$ cat config.mk
export PLATFORM = sky130hd
export DESIGN_NAME = tt_ctrl_sel_seq
export DESIGN_NICKNAME = d
export VERILOG_FILES = /design/src/rtl/tt_ctrl_pkg.sv /design/src/rtl/tt_ctrl_sync_in.sv /design/src/rtl/tt_ctrl_sel_seq.sv
export SDC_FILE = /design/constraint.sdc
export NUM_CORES = 1
export LEC_CHECK = 0
export BUFFER_PORTS_ARGS = -buffer_cell sky130_fd_sc_hd__buf_4
export CORE_MARGIN = 8
export CORE_UTILIZATION = 30
export CTS_CLUSTER_SIZE = 24
export DETAILED_ROUTE_END_ITERATION = 6
export GPL_TIMING_DRIVEN = 0
export SLEW_MARGIN = 25
export SYNTH_ARGS = -nofsm -noshare
export SYNTH_HDL_FRONTEND = slang
export SYNTH_SLANG_ARGS = --single-unit
$ cat constraint.sdc
create_clock -name clk -period 1.65 [get_ports clk]
set_input_delay 0.165 -clock clk [delete_from_list [all_inputs] [get_ports clk]]
set_output_delay 0.165 -clock clk [all_outputs]
set_load 0.03 [all_outputs]
$ cat src/rtl/tt_ctrl_pkg.sv
// Shared types and constants for the TinyTapeout control selector.
// The TT_CTRL_DEBOUNCE_EN build option is handled in tt_ctrl_sync_in.
package tt_ctrl_pkg;

    typedef enum logic [1:0] {
        ST_HOLD  = 2'd0,
        ST_GUARD = 2'd1,
        ST_RUN   = 2'd2
    } tt_sel_state_t;

    // Synchroniser reset values: the block leaves reset in HOLD with enable off.
    localparam logic RST_N_SYNC_RST = 1'b0;
    localparam logic INC_SYNC_RST   = 1'b0;
    localparam logic ENA_SYNC_RST   = 1'b0;

endpackage

$ cat src/rtl/tt_ctrl_sync_in.sv
// Pad input conditioner: SYNC_STAGES-deep synchroniser, plus a debounce
// filter when TT_CTRL_DEBOUNCE_EN is defined.
module tt_ctrl_sync_in #(
    parameter int   SYNC_STAGES = 2,
    parameter int   DEB_CYC     = 8,
    parameter logic RST_VAL     = 1'b0
) (
    input  logic clk,
    input  logic rst,
    input  logic din,
    output logic dout
);

    logic [SYNC_STAGES-1:0] sync_q;

    always_ff @(posedge clk) begin
        if (rst) begin
            sync_q <= {SYNC_STAGES{RST_VAL}};
        end else begin
            sync_q <= {sync_q[SYNC_STAGES-2:0], din};
        end
    end

`ifdef TT_CTRL_DEBOUNCE_EN
    localparam int DCNT_W = (DEB_CYC > 1) ? $clog2(DEB_CYC + 1) : 1;
    localparam logic [DCNT_W-1:0] DCNT_LAST = DCNT_W'(DEB_CYC - 1);

    logic              filt_q;
    logic [DCNT_W-1:0] dcnt;

    // Output flips only after DEB_CYC consecutive disagreeing samples.
    always_ff @(posedge clk) begin
        if (rst) begin
            filt_q <= RST_VAL;
            dcnt   <= '0;
        end else if (sync_q[SYNC_STAGES-1] == filt_q) begin
            dcnt <= '0;
        end else if (dcnt == DCNT_LAST) begin
            filt_q <= sync_q[SYNC_STAGES-1];
            dcnt   <= '0;
        end else begin
            dcnt <= dcnt + DCNT_W'(1);
        end
    end

    assign dout = filt_q;
`else
    logic unused_deb_cfg;
    assign unused_deb_cfg = (DEB_CYC > 0);
    assign dout = sync_q[SYNC_STAGES-1];
`endif

endmodule

$ cat src/rtl/tt_ctrl_sel_seq.sv
// Synchronous design selector: registered address with wrap limit,
// break-before-make enable guard. Optional debounce via TT_CTRL_DEBOUNCE_EN.
module tt_ctrl_sel_seq
    import tt_ctrl_pkg::*;
#(
    parameter int SEL_W       = 10,
    parameter int N_DES       = 1024,
    parameter int GUARD       = 4,
    parameter int SYNC_STAGES = 2,
    parameter int DEB_CYC     = 8
) (
    input  logic             clk,
    input  logic             rst,
    input  logic             ctrl_sel_rst_n,
    input  logic             ctrl_sel_inc,
    input  logic             ctrl_ena,
    output logic [SEL_W-1:0] sel_out,
    output logic             ena_out,
    output logic             sel_valid,
    output logic             sel_wrap
);

    localparam int GCNT_W = (GUARD > 1) ? $clog2(GUARD) : 1;
    localparam logic [GCNT_W-1:0] GCNT_RELOAD = GCNT_W'(GUARD - 1);
    localparam logic [SEL_W-1:0]  SEL_LAST    = SEL_W'(N_DES - 1);

    logic rst_n_s;
    logic inc_s;
    logic ena_s;
    logic inc_d;
    logic inc_pulse;

    tt_sel_state_t     state;
    logic [GCNT_W-1:0] gcnt;

    tt_ctrl_sync_in #(
        .SYNC_STAGES (SYNC_STAGES),
        .DEB_CYC     (DEB_CYC),
        .RST_VAL     (RST_N_SYNC_RST)
    ) u_sync_rst_n (
        .clk  (clk),
        .rst  (rst),
        .din  (ctrl_sel_rst_n),
        .dout (rst_n_s)
    );

    tt_ctrl_sync_in #(
        .SYNC_STAGES (SYNC_STAGES),
        .DEB_CYC     (DEB_CYC),
        .RST_VAL     (INC_SYNC_RST)
    ) u_sync_inc (
        .clk  (clk),
        .rst  (rst),
        .din  (ctrl_sel_inc),
        .dout (inc_s)
    );

    tt_ctrl_sync_in #(
        .SYNC_STAGES (SYNC_STAGES),
        .DEB_CYC     (DEB_CYC),
        .RST_VAL     (ENA_SYNC_RST)
    ) u_sync_ena (
        .clk  (clk),
        .rst  (rst),
        .din  (ctrl_ena),
        .dout (ena_s)
    );

    assign inc_pulse = inc_s & ~inc_d;

    always_ff @(posedge clk) begin
        if (rst) begin
            inc_d    <= 1'b0;
            state    <= ST_HOLD;
            gcnt     <= '0;
            sel_out  <= '0;
            sel_wrap <= 1'b0;
        end else begin
            inc_d    <= inc_s;
            sel_wrap <= 1'b0;
            if (!rst_n_s) begin
                state   <= ST_HOLD;
                gcnt    <= '0;
                sel_out <= '0;
            end else begin
                case (state)
                    ST_HOLD: begin
                        state <= ST_GUARD;
                        gcnt  <= GCNT_RELOAD;
                    end
                    ST_GUARD, ST_RUN: begin
                        if (inc_pulse) begin
                            // Any selection change re-arms the full guard window.
                            state <= ST_GUARD;
                            gcnt  <= GCNT_RELOAD;
                            if (sel_out == SEL_LAST) begin
                                sel_out  <= '0;
                                sel_wrap <= 1'b1;
                            end else begin
                                sel_out <= sel_out + SEL_W'(1);
                            end
                        end else if (state == ST_GUARD) begin
                            if (gcnt == '0) begin
                                state <= ST_RUN;
                            end else begin
                                gcnt <= gcnt - GCNT_W'(1);
                            end
                        end
                    end
                    default: begin
                        state <= ST_HOLD;
                        gcnt  <= '0;
                    end
                endcase
            end
        end
    end

    assign sel_valid = (state == ST_RUN);
    assign ena_out   = sel_valid & ena_s;

endmodule

After elaboration in Yosys (flattened, before gate mapping)
Cells that the tools add are included.
- register bits after elaboration: 22
- word-level logic and storage cells: 40
- output and inout port bits: 13
- bits of input ports: 5
- muxes and demuxes: 10
- add/sub/neg operators: 2
- eq/ne operators: 6
- reductions and logical operators: 8
- bitwise operators: 6
- operators by type and width (operator ; number):
    2-bit two-way mux ; 6
    10-bit by 1-bit adder with 10-bit output (second input constant) ; 1
    10-bit == test (second input constant) ; 1
    10-bit two-way mux ; 1
    3-bit inequality test (second input constant) ; 3
    2-bit one-hot mux with 2 select lines ; 2
    2-bit AND reduction ; 3
    2-bit logical NOT ; 2
    1-bit NOT ; 4
    2-bit OR reduction ; 2
    4-bit OR reduction ; 1
    1-bit AND ; 2
    2-bit by 1-bit == test with 1-bit output (second input constant) ; 1
    2-bit == test (second input constant) ; 1
    2-bit by 1-bit subtractor with 2-bit output (second input constant) ; 1
    1-bit two-way mux ; 1

Depth between registers and ports, before layout
Gate-level depths: netlist of run 1.
- depth after elaboration: 5
- gate-level depth with buffers: 6
- gate-level depth less buffers: 6

Cells and area by module
From an unflattened synthesis of run 1, not the netlist that was laid out.
- cell total of the unflattened synthesis: 103
- area, all modules: 975.9 um^2
- by module, submodules not included (module ; area each (um^2) ; cells each ; seq. area each (um^2) ; times used):
    tt_ctrl_sel_seq ; 818.3 ; 91 ; 320.3 ; 1
    tt_ctrl_sync_in ; 52.6 ; 4 ; 40.0 ; 3

Least setup slack after synthesis of run 1
Ideal clock, no wire load.
- kind: register to register
- from: register state[0]
- to: register sel_out[3]
- slack: 0.044 ns
- data required time: 1.535 ns
- path buffers: 0
- stages on the path, launching flop included: 7
- clock period less this slack: 1.606 ns
- setup time: 0.115 ns
- data arrival time: 1.491 ns
- cell sequence: dfxtp_1 > inv_1 > ha_1 > nand4b_4 > nor4_2 > or2_2 > nor2_1
- cells in the longest elaborated chain, start to end: 3
- elaborated cells between the ends (all ways): 4
- classes of those cells: 2 x eq/ne; 2 x reduce/logical
- RTL lines (what ; RTL line ; text):
    start: declaration ; tt_ctrl_sel_seq.sv:33 ; tt_sel_state_t state;
    start signal: assignment ; tt_ctrl_sel_seq.sv:74 ; state <= ST_HOLD;
    start signal: assignment ; tt_ctrl_sel_seq.sv:82 ; state <= ST_HOLD;
    start signal: assignment ; tt_ctrl_sel_seq.sv:88 ; state <= ST_GUARD;
    2-bit == test or 2-bit by 1-bit == test with 1-bit output (tied branches) ; tt_ctrl_sel_seq.sv:86 ; case (state)
    2-bit OR reduction (*) ; tt_ctrl_sel_seq.sv:86 ;
    2-bit AND reduction (no line) (*) ; - ;
    end signal: assignment ; tt_ctrl_sel_seq.sv:100 ; sel_out <= sel_out + SEL_W'(1);
    end: declaration ; tt_ctrl_sel_seq.sv:17 ; output logic [SEL_W-1:0] sel_out,
Mark *: on every way between the ends. The rest lies on a longest branch, timed or not.
A chain may end at the register's enable or synchronous reset.

Worst setup path after layout of run 1
- from: register state[0]
- to: register sel_out[9]
The elaborated chain is that of the path after synthesis.

==> results.md, run 1 <==
- Die width: 74.3 um
- Max-slew violations: 0
- Yosys warns: 0
- Final setup margin: 0.105 ns
- # H-tree levels: 1
- Area of the multi-input gates: 568 um^2
- Placed Instances: 170
- Initial Utilization: 0.308
- Hold WS: between 0.06 and 0.07 ns
- Drt pass-1 iters: 4
- Port Buf Inserts: 17
- Final instance area: 1280 um^2
- Remaining Overflow, GRT: 0
- Total clock sinks: 22
- Final Non-Filler Cells: approximately 180
- CTS tree: done
- Post-synthesis net count: around 120
- Height of the die: 74.3 um
- Leak: between 0.5 and 0.6 nW
- DRT iter0 DRCs: 14
- Gr usage total: 0.0773
- DR vias: 810
- Critical Path Fanout Max: 8
- Net count, final: 142
- Worst-skew pair later-pin latency: 0.30 ns
- Clk root buf: clkbuf_4
- Register area: 443 um^2
- Worst slew pin tran: 0.476 ns
- Number of global-route vias before repair: 785
- Critical path class: flip-flop to flip-flop
- Endpoints failing setup: 0
- Antenna Violating Nets Remaining: 0
- Routed WL per cell: 11.4 um
- IO Pins: 18
- # diodes: 0
- Critical Path Start Type: flip-flop
- Post-route clock period utilization: 0.937
- Status: complete, no violations
- FMAX: 0.647 GHz
- PwrDens: 689 nW/um^2
- Cell Area, Synth: around 1000 um^2
- Synth cell types: 32
- Placement Cell Area: ~1200 um^2
- Synth Instances: about 110
- RePlAce Congestion: 0.734
- Final hold vios: 0
- Clk buf depth: 2
- DIE AREA: roughly 5500 um^2
- CP required: 1.83 ns
- Layout Skew: approximately 0.0019 ns
- Unrepaired setup endpoints after global routing: false
- Final Critical Period: 1.55 ns
- WL final: 2.01 mm
- Final core occ: 0.386
- #FFs+latches synth: 22
- Largest net degree at the start of global routing: 13
- Clk slew on worst S/H paths: 0.12 ns
- Cell Rows: 21
- Initial antenna violation count: 0
- Worst slew margin: 0.682
- DPL Wire Length: roughly 1.5 mm
- Worst vdd rail ir drop: 379 uV
- Area delta synth->final: 25.4%
- Critical path arrival: between 1.5 and 2 ns
- Share of cells above drive strength 1: 0.254
- Max-capacitance violation count: 0
- Post-Place Setup Slack: -0.137 ns
- Hold Buf Count CTS: 0
- HP Class: input port to flip-flop
- Via/cell ratio: around 4.6
- Critical path endpoint category: flip-flop
- First-pass GRT wire length: around 3.4 mm
- Placeable Area: 3310 um^2
- Syn Area/Cell: 9.52 um^2
- Post-synthesis sequential area ratio: 0.432
- DR DRC count: 0
- Cts bufs inserted: 3
- Fill count: 369
[layer usage]
layer	up-vias	track usage	part of all wire
li1	413	-	-
met1	388	0.0874	0.44
met2	7	0.133	0.51
met3	2	0.0256	0.037
met4	0	0.0261	0.0085
met5	-	0	0
[cell type report]
type	instances	share of cell area
buffer	1	0.00294
inverter	7	0.0206
multi-input combinational	77	0.445
timing repair buffer	19	0.112
tap	46	0.0451
sequential	22	0.347
clock buffer	4	0.0284
[logic make-up (layout without fill, tap and decap cells)]
family | count (synthesis) | count (layout) | synth area share
adder cells (fa/ha/maj) | 6 | 6 | 0.0737
buffers and inverters | 8 | 31 | 0.0295
XOR/XNOR | 5 | 5 | 0.0430
multiplexers | 4 | 4 | 0.0393
flip-flops | 22 | 22 | 0.432
AO/OA/AOI/OAI | 13 | 13 | 0.0786
AND/OR/NAND/NOR | 49 | 49 | 0.303
[repair_timing]
action / in CTS / in global routing
resized for setup: 3 / 2
endpoints found under the hold margin: 0 / 0
endpoints found under the setup margin: 10 / 9
buffers inserted: 0 / 2
pin swaps: 1 / 0
[cells in the mapped netlist]
master / number / area [um^2]
o41ai_1: 1 / 8.76
nor4_1: 1 / 6.26
mux2i_1: 4 / 40.0
or2_2: 1 / 6.26
nand4b_1: 1 / 8.76
a211oi_1: 1 / 7.51
and4b_1: 1 / 10.0
nand2b_1: 3 / 18.8
nand4_2: 1 / 12.5
or3_1: 1 / 6.26
nor2b_1: 8 / 50.1
nor4_2: 1 / 12.5
o21bai_1: 1 / 7.51
clkbuf_1: 1 / 3.75
and2_1: 1 / 6.26
inv_1: 7 / 26.3
nand3b_1: 2 / 15.0
nor3_1: 1 / 5.00
o21ai_0: 1 / 5.00
dfxtp_1: 22 / 440
xnor2_1: 4 / 35.0
nor3_2: 1 / 10.0
xor2_1: 1 / 8.76
nand4b_4: 1 / 23.8
ha_1: 6 / 75.1
nand3_1: 5 / 25.0
a21oi_1: 6 / 30.0
nand2_1: 7 / 26.3
a31oi_1: 2 / 12.5
nor2_1: 12 / 45.0
a211o_1: 1 / 8.76
nor4_4: 1 / 21.3
[registers in the layout, indices dropped and copies added, names as in the netlist]
name,flops
sel_wrap,1
sel_out,10
u_sync_rst_n.sync_q,2
u_sync_inc.sync_q,2
gcnt,2
state,2
u_sync_ena.sync_q,2
inc_d,1
[worst paths after layout]
kind / from / to / slack [ns] / cells after the start
setup / recovery: state[0] / sel_out[9] / 0.10 / 5
hold / removal: rst / u_sync_inc.sync_q[1] / 0.06 / 2
setup reg to reg: state[0] / sel_out[9] / 0.10 / 5
hold reg to reg: u_sync_ena.sync_q[0] / u_sync_ena.sync_q[1] / 0.46 / 1
[report_power, final]
| part | total [mW] | switching [mW] | internal (mW) |
|---|---|---|---|
| registers | 0.545 | 0.00479 | 0.541 |
| logic | 0.0392 | 0.0177 | 0.0214 |
| clock network | 0.295 | 0.161 | 0.135 |
[per-stage QoR]
step / power [mW] / setup TNS [ns]
final: 0.880 / 0
after global routing: 0.916 / 0
after CTS: 0.887 / 0
after detailed placement: 0.594 / -0.808
after global placement: 0.592 / -0.684
after floorplan: 0.579 / 0
[critical path: stages (launching register included)]
cell and delay, ns:
dfxtp_2 0.37, inv_1 0.08, ha_4 0.32, nand4b_4 0.19, o41ai_2 0.37, a21oi_1 0.09
[cell usage in the layout (no fill, tap or decap), drive strengths merged]
| cell type | n |
|---|---|
| nor2 | 12 |
| a31oi | 2 |
| or2 | 1 |
| o21ai | 1 |
| a211o | 1 |
| dfxtp | 22 |
| nand4 | 1 |
| nand4b | 2 |
| clkbuf | 5 |
| nand3b | 2 |
| nand2b | 3 |
| ha | 6 |
| or3 | 1 |
| xnor2 | 4 |
| and2 | 1 |
| nor4 | 3 |
| a211oi | 1 |
| inv | 7 |
| nand3 | 5 |
| nand2 | 7 |
| buf | 19 |
| and4b | 1 |
| mux2i | 4 |
| o41ai | 1 |
| o21bai | 1 |
| xor2 | 1 |
| nor3 | 2 |
| a21oi | 6 |
| nor2b | 8 |
No activity file was read; power rests on OpenSTA's default activity.
==> run 2, diff against run 1 <==
--- a/config.mk
+++ b/config.mk
@@ -8,6 +8,7 @@
 export BUFFER_PORTS_ARGS = -buffer_cell sky130_fd_sc_hd__buf_4
 export CORE_MARGIN = 8
 export CORE_UTILIZATION = 30
+export CTS_BUF_LIST = sky130_fd_sc_hd__clkbuf_8
 export CTS_CLUSTER_SIZE = 24
 export DETAILED_ROUTE_END_ITERATION = 6
 export GPL_TIMING_DRIVEN = 0
==> results.md, run 2 (synthesis gave the netlist of run 1 again) <==
- Endpoints failing setup: 0 (unchanged)
- Post-route clock period utilization: 0.940 (was 0.937)
- # diodes: 0 (unchanged)
- # Post-CTS Setup Buffers: 0 (unchanged)
- DR DRC count: 0 (unchanged)
- Critical path class: flip-flop to flip-flop (unchanged)
- Remaining Overflow, GRT: 0 (unchanged)
- Cell Rows: 21 (unchanged)
- Top Layer Used: met4 (unchanged)
- Port Buf Inserts: 17 (unchanged)
- FMAX: 0.644 GHz (was 0.647 GHz)
- Antenna Violating Nets Remaining: 0 (unchanged)
- Final setup margin: 0.0984 ns (was 0.105 ns)
- Worst vdd rail ir drop: 379 uV (about the same)
- Layout Skew: 0.00266 ns (was 0.00193 ns)
- Cts bufs inserted: 3 (unchanged)
- Internal power: 0.772 mW (was 0.696 mW)
- Gr usage total: 0.0782 (was 0.0773)
- Max-slew violations: 0 (unchanged)
- Critical path buffers and inverters: 1 (unchanged)
- Share of cells above drive strength 1: 0.242 (was 0.254)
- Die width: 74.3 um (unchanged)
- DIE AREA: 5520 um^2 (unchanged)
- Switching pwr: 0.194 mW (was 0.183 mW)
- Worst slew pin tran: 0.475 ns (was 0.476 ns)
- Number of global-route vias before repair: 777 (was 785)
- First-pass GRT wire length: 3.40 mm (was 3.41 mm)
- Via/cell ratio: 4.65 (was 4.60)
- Met3 WL post-DR: 109 um (was 74 um)
- CP required: 1.78 ns (was 1.83 ns)
- Placeable Area: 3310 um^2 (unchanged)
- PwrDens: 754 nW/um^2 (was 689 nW/um^2)
- Net count, final: 140 (was 142)
- Status: complete, no violations (unchanged)
- Clk root buf: clkbuf_8 (was clkbuf_4)
- Placement Cell Area: 1200 um^2 (unchanged)
- Initial antenna violation count: 0 (unchanged)
- Commonest cells after routing, fill and taps aside: dfxtp_1, buf_4, nor2_1 (unchanged)
- Area delta synth->final: 25.8% (was 25.4%)
- # H-tree levels: 1 (unchanged)
- Critical path endpoint category: flip-flop (unchanged)
- CP peak stage delay: 0.37 ns (about the same)
- Critical Path Start Type: flip-flop (unchanged)
- Final Critical Period: 1.55 ns (about the same)
- Largest register by flop count: sel_out (unchanged)
- Routed WL per cell: 11.5 um (was 11.4 um)
- Final instance area: 1280 um^2 (about the same)
- Switching Share: 0.201 (was 0.208)
- DRT iter0 DRCs: 11 (was 14)
- Clock share of power: 0.397 (was 0.336)
- Drt pass-1 iters: 4 (unchanged)
- CTS tree: done (unchanged)
- HP Class: input port to flip-flop (unchanged)
- Largest net degree at the start of global routing: 13 (unchanged)
- Hold Buf Count CTS: 0 (unchanged)
- Clk slew on worst S/H paths: 0.08 ns (was 0.12 ns)
- DR vias: 809 (was 810)
- Final hold vios: 0 (unchanged)
- Largest register FFs: 10 (unchanged)
- Critical Path Fanout Max: 8 (unchanged)
- Total clock sinks: 22 (unchanged)
- IO Pins: 18 (unchanged)
- Cell Chain, Critical Path: inv_1 > ha_4 > nand4b_4 > o41ai_2 > a21oi_1 (unchanged)
- Max-capacitance violation count: 0 (unchanged)
- Comb pwr share: 0.039 (was 0.045)
- DPL Wire Length: 1.51 mm (unchanged)
- Clk buf depth: 2 (unchanged)
- Met1 WL: 884 um (was 892 um)
- RePlAce Congestion: 0.734 (unchanged)
- WL final: 2.00 mm (was 2.01 mm)
- Met2 wire length: 980 um (was 1.02 mm)
- Commonest non-fill, non-tap cell in the layout: dfxtp_1 (unchanged)
- Post-Place Setup Slack: -0.137 ns (unchanged)
- Height of the die: 74.3 um (unchanged)
- Leak: 0.529 nW (was 0.532 nW)
- Slowest-stage cell, CP: o41ai_2 (was dfxtp_2)
- Critical path arrival: 1.68 ns (was 1.73 ns)
- Worst slew margin: 0.683 (was 0.682)
- Worst-skew pair later-pin latency: 0.26 ns (was 0.30 ns)
- Delay-heaviest family, CP: compound AO/OA/AOI/OAI gates (unchanged)
- Sequential share of power: 0.564 (was 0.620)
- Initial Utilization: 0.308 (unchanged)
- Hold WS: 0.111 ns (was 0.0612 ns)
==> run 2: cell types whose count changed in the layout (fill, tap and decap cells not counted), sizes merged <==
cell and change:
buf -2
==> run 2: path summary, 6_finish.rpt <==
kind                                            from              endpoint  slack, ns  cells past startpoint
worst max-delay path                        state[0]            sel_out[9]        0.1                      5
worst min-delay path                             rst  u_sync_inc.sync_q[1]       0.11                      2
worst max register to register              state[0]            sel_out[9]        0.1                      5
worst min register to register  u_sync_ena.sync_q[0]  u_sync_ena.sync_q[1]       0.45                      1
==> run 2: area by class of cell <==
type	count	area [um^2]
sequential	22	443
inverter	7	26.3
fill	370	2030
multi-input combinational	77	568
clock buffer	4	55.1
timing repair buffer	17	128
buffer	1	3.75
tap	46	57.6
==> run 2: metrics by stage <==
stage                     setup TNS (ns)  utilization  power [mW]  std cells
after detailed placement          -0.808        0.364       0.594        170
after floorplan                        0            -       0.579        107
after global routing             -0.0114        0.387        1.01        174
after CTS                              0        0.384       0.974        174
after global placement            -0.684        0.364       0.592        170
final                                  0        0.387       0.966        174
==> run 2: layer usage <==
| metal | global-route usage | vias to the layer above |
|---|---|---|
| li1 | - | 410 |
| met1 | 0.0906 | 383 |
| met2 | 0.129 | 12 |
| met3 | 0.0256 | 4 |
| met4 | 0.0326 | 0 |
| met5 | 0 | - |
==> run 2: power by group through the flow <==
stage	registers, mW	logic (mW)	clock network, mW
2_1_floorplan	0.556	0.0226	0
3_3_place_gp	0.557	0.0349	0
3_5_place_dp	0.557	0.0363	0
6_report	0.545	0.0374	0.384
4_1_cts	0.545	0.0379	0.392
5_1_grt	0.546	0.0418	0.418
==> run 2: timing repair <==
item / 4_1_cts / 5_1_grt
pin swaps: 1 / 0
gates resized for setup: 2 / 3
endpoints found under the setup margin: 10 / 9
==> run 3, diff against run 2 <==
--- a/config.mk
+++ b/config.mk
@@ -12,6 +12,7 @@
 export CTS_CLUSTER_SIZE = 24
 export DETAILED_ROUTE_END_ITERATION = 6
 export GPL_TIMING_DRIVEN = 0
+export PLACE_DENSITY = 0.48
 export SLEW_MARGIN = 25
 export SYNTH_ARGS = -nofsm -noshare
 export SYNTH_HDL_FRONTEND = slang
==> results.md, run 3 (synthesis gave the netlist of run 1 again) <==
- Status: complete, no violations (unchanged)
- DR DRC count: 0 (unchanged)
- Critical Path Fanout Max: 4 (was 8)
- CTS tree: done (unchanged)
- Worst vdd rail ir drop: 532 uV (was 379 uV)
- Cell Rows: 21 (unchanged)
- Commonest cells after routing, fill and taps aside: buf_4, dfxtp_1, nor2_1 (was dfxtp_1, buf_4, nor2_1)
- WL final: 2.15 mm (was 2.00 mm)
- # H-tree levels: 1 (unchanged)
- Largest register FFs: 10 (unchanged)
- Number of global-route vias before repair: 802 (was 777)
- Remaining Overflow, GRT: 0 (unchanged)
- Critical path endpoint category: flip-flop (unchanged)
- DIE AREA: 5520 um^2 (unchanged)
- Gr usage total: 0.0794 (was 0.0782)
- Delay-heaviest family, CP: compound AO/OA/AOI/OAI gates (unchanged)
- Slowest-stage cell, CP: dfxtp_2 (was o41ai_2)
- Commonest non-fill, non-tap cell in the layout: buf_4 (was dfxtp_1)
- Pwr Total: 1.07 mW (was 0.966 mW)
- Routed WL per cell: 12.0 um (was 11.5 um)
- Critical path class: flip-flop to flip-flop (unchanged)
- Endpoints failing setup: 0 (unchanged)
- Final Critical Period: 1.61 ns (was 1.55 ns)
- Post-Place Setup Slack: -0.210 ns (was -0.137 ns)
- # diodes: 0 (unchanged)
- Post-route clock period utilization: 0.977 (was 0.940)
- Port Buf Inserts: 17 (unchanged)
- DRT iter0 DRCs: 23 (was 11)
- Critical Path Start Type: flip-flop (unchanged)
- IO Pins: 18 (unchanged)
- Critical path arrival: 1.74 ns (was 1.68 ns)
- Max-slew violations: 0 (unchanged)
- Layout Skew: 0.00503 ns (was 0.00266 ns)
- Area delta synth->final: 33.0% (was 25.8%)
- Initial antenna violation count: 0 (unchanged)
- Met2 usage: 0.125 (was 0.129)
- Share of cells above drive strength 1: 0.301 (was 0.242)
- Final instance area: 1360 um^2 (was 1280 um^2)
- Cts bufs inserted: 3 (unchanged)
- Via/cell ratio: 4.59 (was 4.65)
- Cell Chain, Critical Path: inv_2 > ha_4 > nand4b_4 > buf_4 > o41ai_2 > a21oi_1 (was inv_1 > ha_4 > nand4b_4 > o41ai_2 > a21oi_1)
- Grt met1 use: 0.0973 (was 0.0906)
- Critical path buffers and inverters: 2 (was 1)
- Worst-skew pair later-pin latency: 0.26 ns (about the same)
- Clk root buf: clkbuf_8 (unchanged)
- Most used routing layer: met2 (unchanged)
- HP Class: input port to flip-flop (unchanged)
- Total clock sinks: 22 (unchanged)
- Clk buf depth: 2 (unchanged)
- Hold WS: 0.114 ns (was 0.111 ns)
- Drt pass-1 iters: 3 (was 4)
- Net count, final: 145 (was 140)
- Die width: 74.3 um (unchanged)
- CP required: 1.78 ns (about the same)
- FMAX: 0.621 GHz (was 0.644 GHz)
- Clk slew on worst S/H paths: 0.08 ns (about the same)
- RePlAce Congestion: 0.709 (was 0.734)
- Final hold vios: 0 (unchanged)
- Max-capacitance violation count: 0 (unchanged)
- Placeable Area: 3310 um^2 (unchanged)
- Worst slew margin: 0.669 (was 0.683)
- Largest register by flop count: sel_out (unchanged)
- Leak: 0.575 nW (was 0.529 nW)
- DPL Wire Length: 1.48 mm (was 1.51 mm)
- Largest net degree at the start of global routing: 14 (was 13)
- Height of the die: 74.3 um (unchanged)
- Worst slew pin tran: 0.496 ns (was 0.475 ns)
- DR vias: 822 (was 809)
- Final setup margin: 0.0387 ns (was 0.0984 ns)
- CP peak stage delay: 0.36 ns (was 0.37 ns)
- Antenna Violating Nets Remaining: 0 (unchanged)
- Initial Utilization: 0.308 (unchanged)
- Placement Cell Area: 1200 um^2 (unchanged)
- First-pass GRT wire length: 3.46 mm (was 3.40 mm)
- PwrDens: 792 nW/um^2 (was 754 nW/um^2)
- Met3 usage: 0.0377 (was 0.0256)
- Hold Buf Count CTS: 0 (unchanged)
-- run 3: per-layer routing --
metal,vias to the layer above,share of wire,routed length [um]
met5,-,0,0
met4,0,0.0079,17
met3,2,0.055,118
met2,13,0.49,1050
met1,387,0.45,961
li1,420,-,-
-- run 3: report_power, final --
part | total [mW] | internal (mW) | switching [mW] | leakage (nW)
Combinational | 0.0391 | 0.0213 | 0.0178 | 0.360
Sequential | 0.545 | 0.540 | 0.00468 | 0.180
Clock | 0.490 | 0.324 | 0.166 | 0.0357
Total | 1.07 | 0.885 | 0.188 | 0.575
-- run 3: worst paths after layout --
| path | startpoint | to | slack, ns | cells past startpoint |
|---|---|---|---|---|
| worst min register to register | u_sync_inc.sync_q[0] | u_sync_inc.sync_q[1] | 0.44 | 1 |
| worst max-delay path | state[0] | sel_out[9] | 0.04 | 6 |
| worst max register to register | state[0] | sel_out[9] | 0.04 | 6 |
| worst min-delay path | ctrl_ena | u_sync_ena.sync_q[0] | 0.11 | 2 |
-- run 3: repair_timing --
action / CTS / global route
endpoints found under the setup margin: 10 / 8
pin swaps: 1 / 2
gates resized for setup: 4 / 7
buffers inserted: 4 / 1
-- run 3: worst register-to-register path: cells and delay by family, from the launching register on --
kind | cells | cell delay, ns
AND/OR/NAND/NOR | 1 | 0.14
flip-flops | 1 | 0.36
AO/OA/AOI/OAI | 2 | 0.45
adder cells (fa/ha/maj) | 1 | 0.29
buffers and inverters | 2 | 0.24
-- run 3: area by class of cell --
type | instances | area [um^2]
sequential | 22 | 443
tap | 46 | 57.6
multi-input combinational | 77 | 584
clock inverter | 1 | 30.0
buffer | 1 | 3.75
fill | 367 | 1960
clock buffer | 3 | 41.3
inverter | 7 | 26.3
timing repair buffer | 22 | 169
-- run 3: stage by stage --
step / std cells / setup TNS (ns) / utilization
after floorplan: 107 / 0 / -
after global placement: 170 / -1.07 / 0.364
after detailed placement: 170 / -1.20 / 0.364
after CTS: 178 / 0 / 0.401
after global routing: 179 / -0.0208 / 0.409
final: 179 / 0 / 0.409
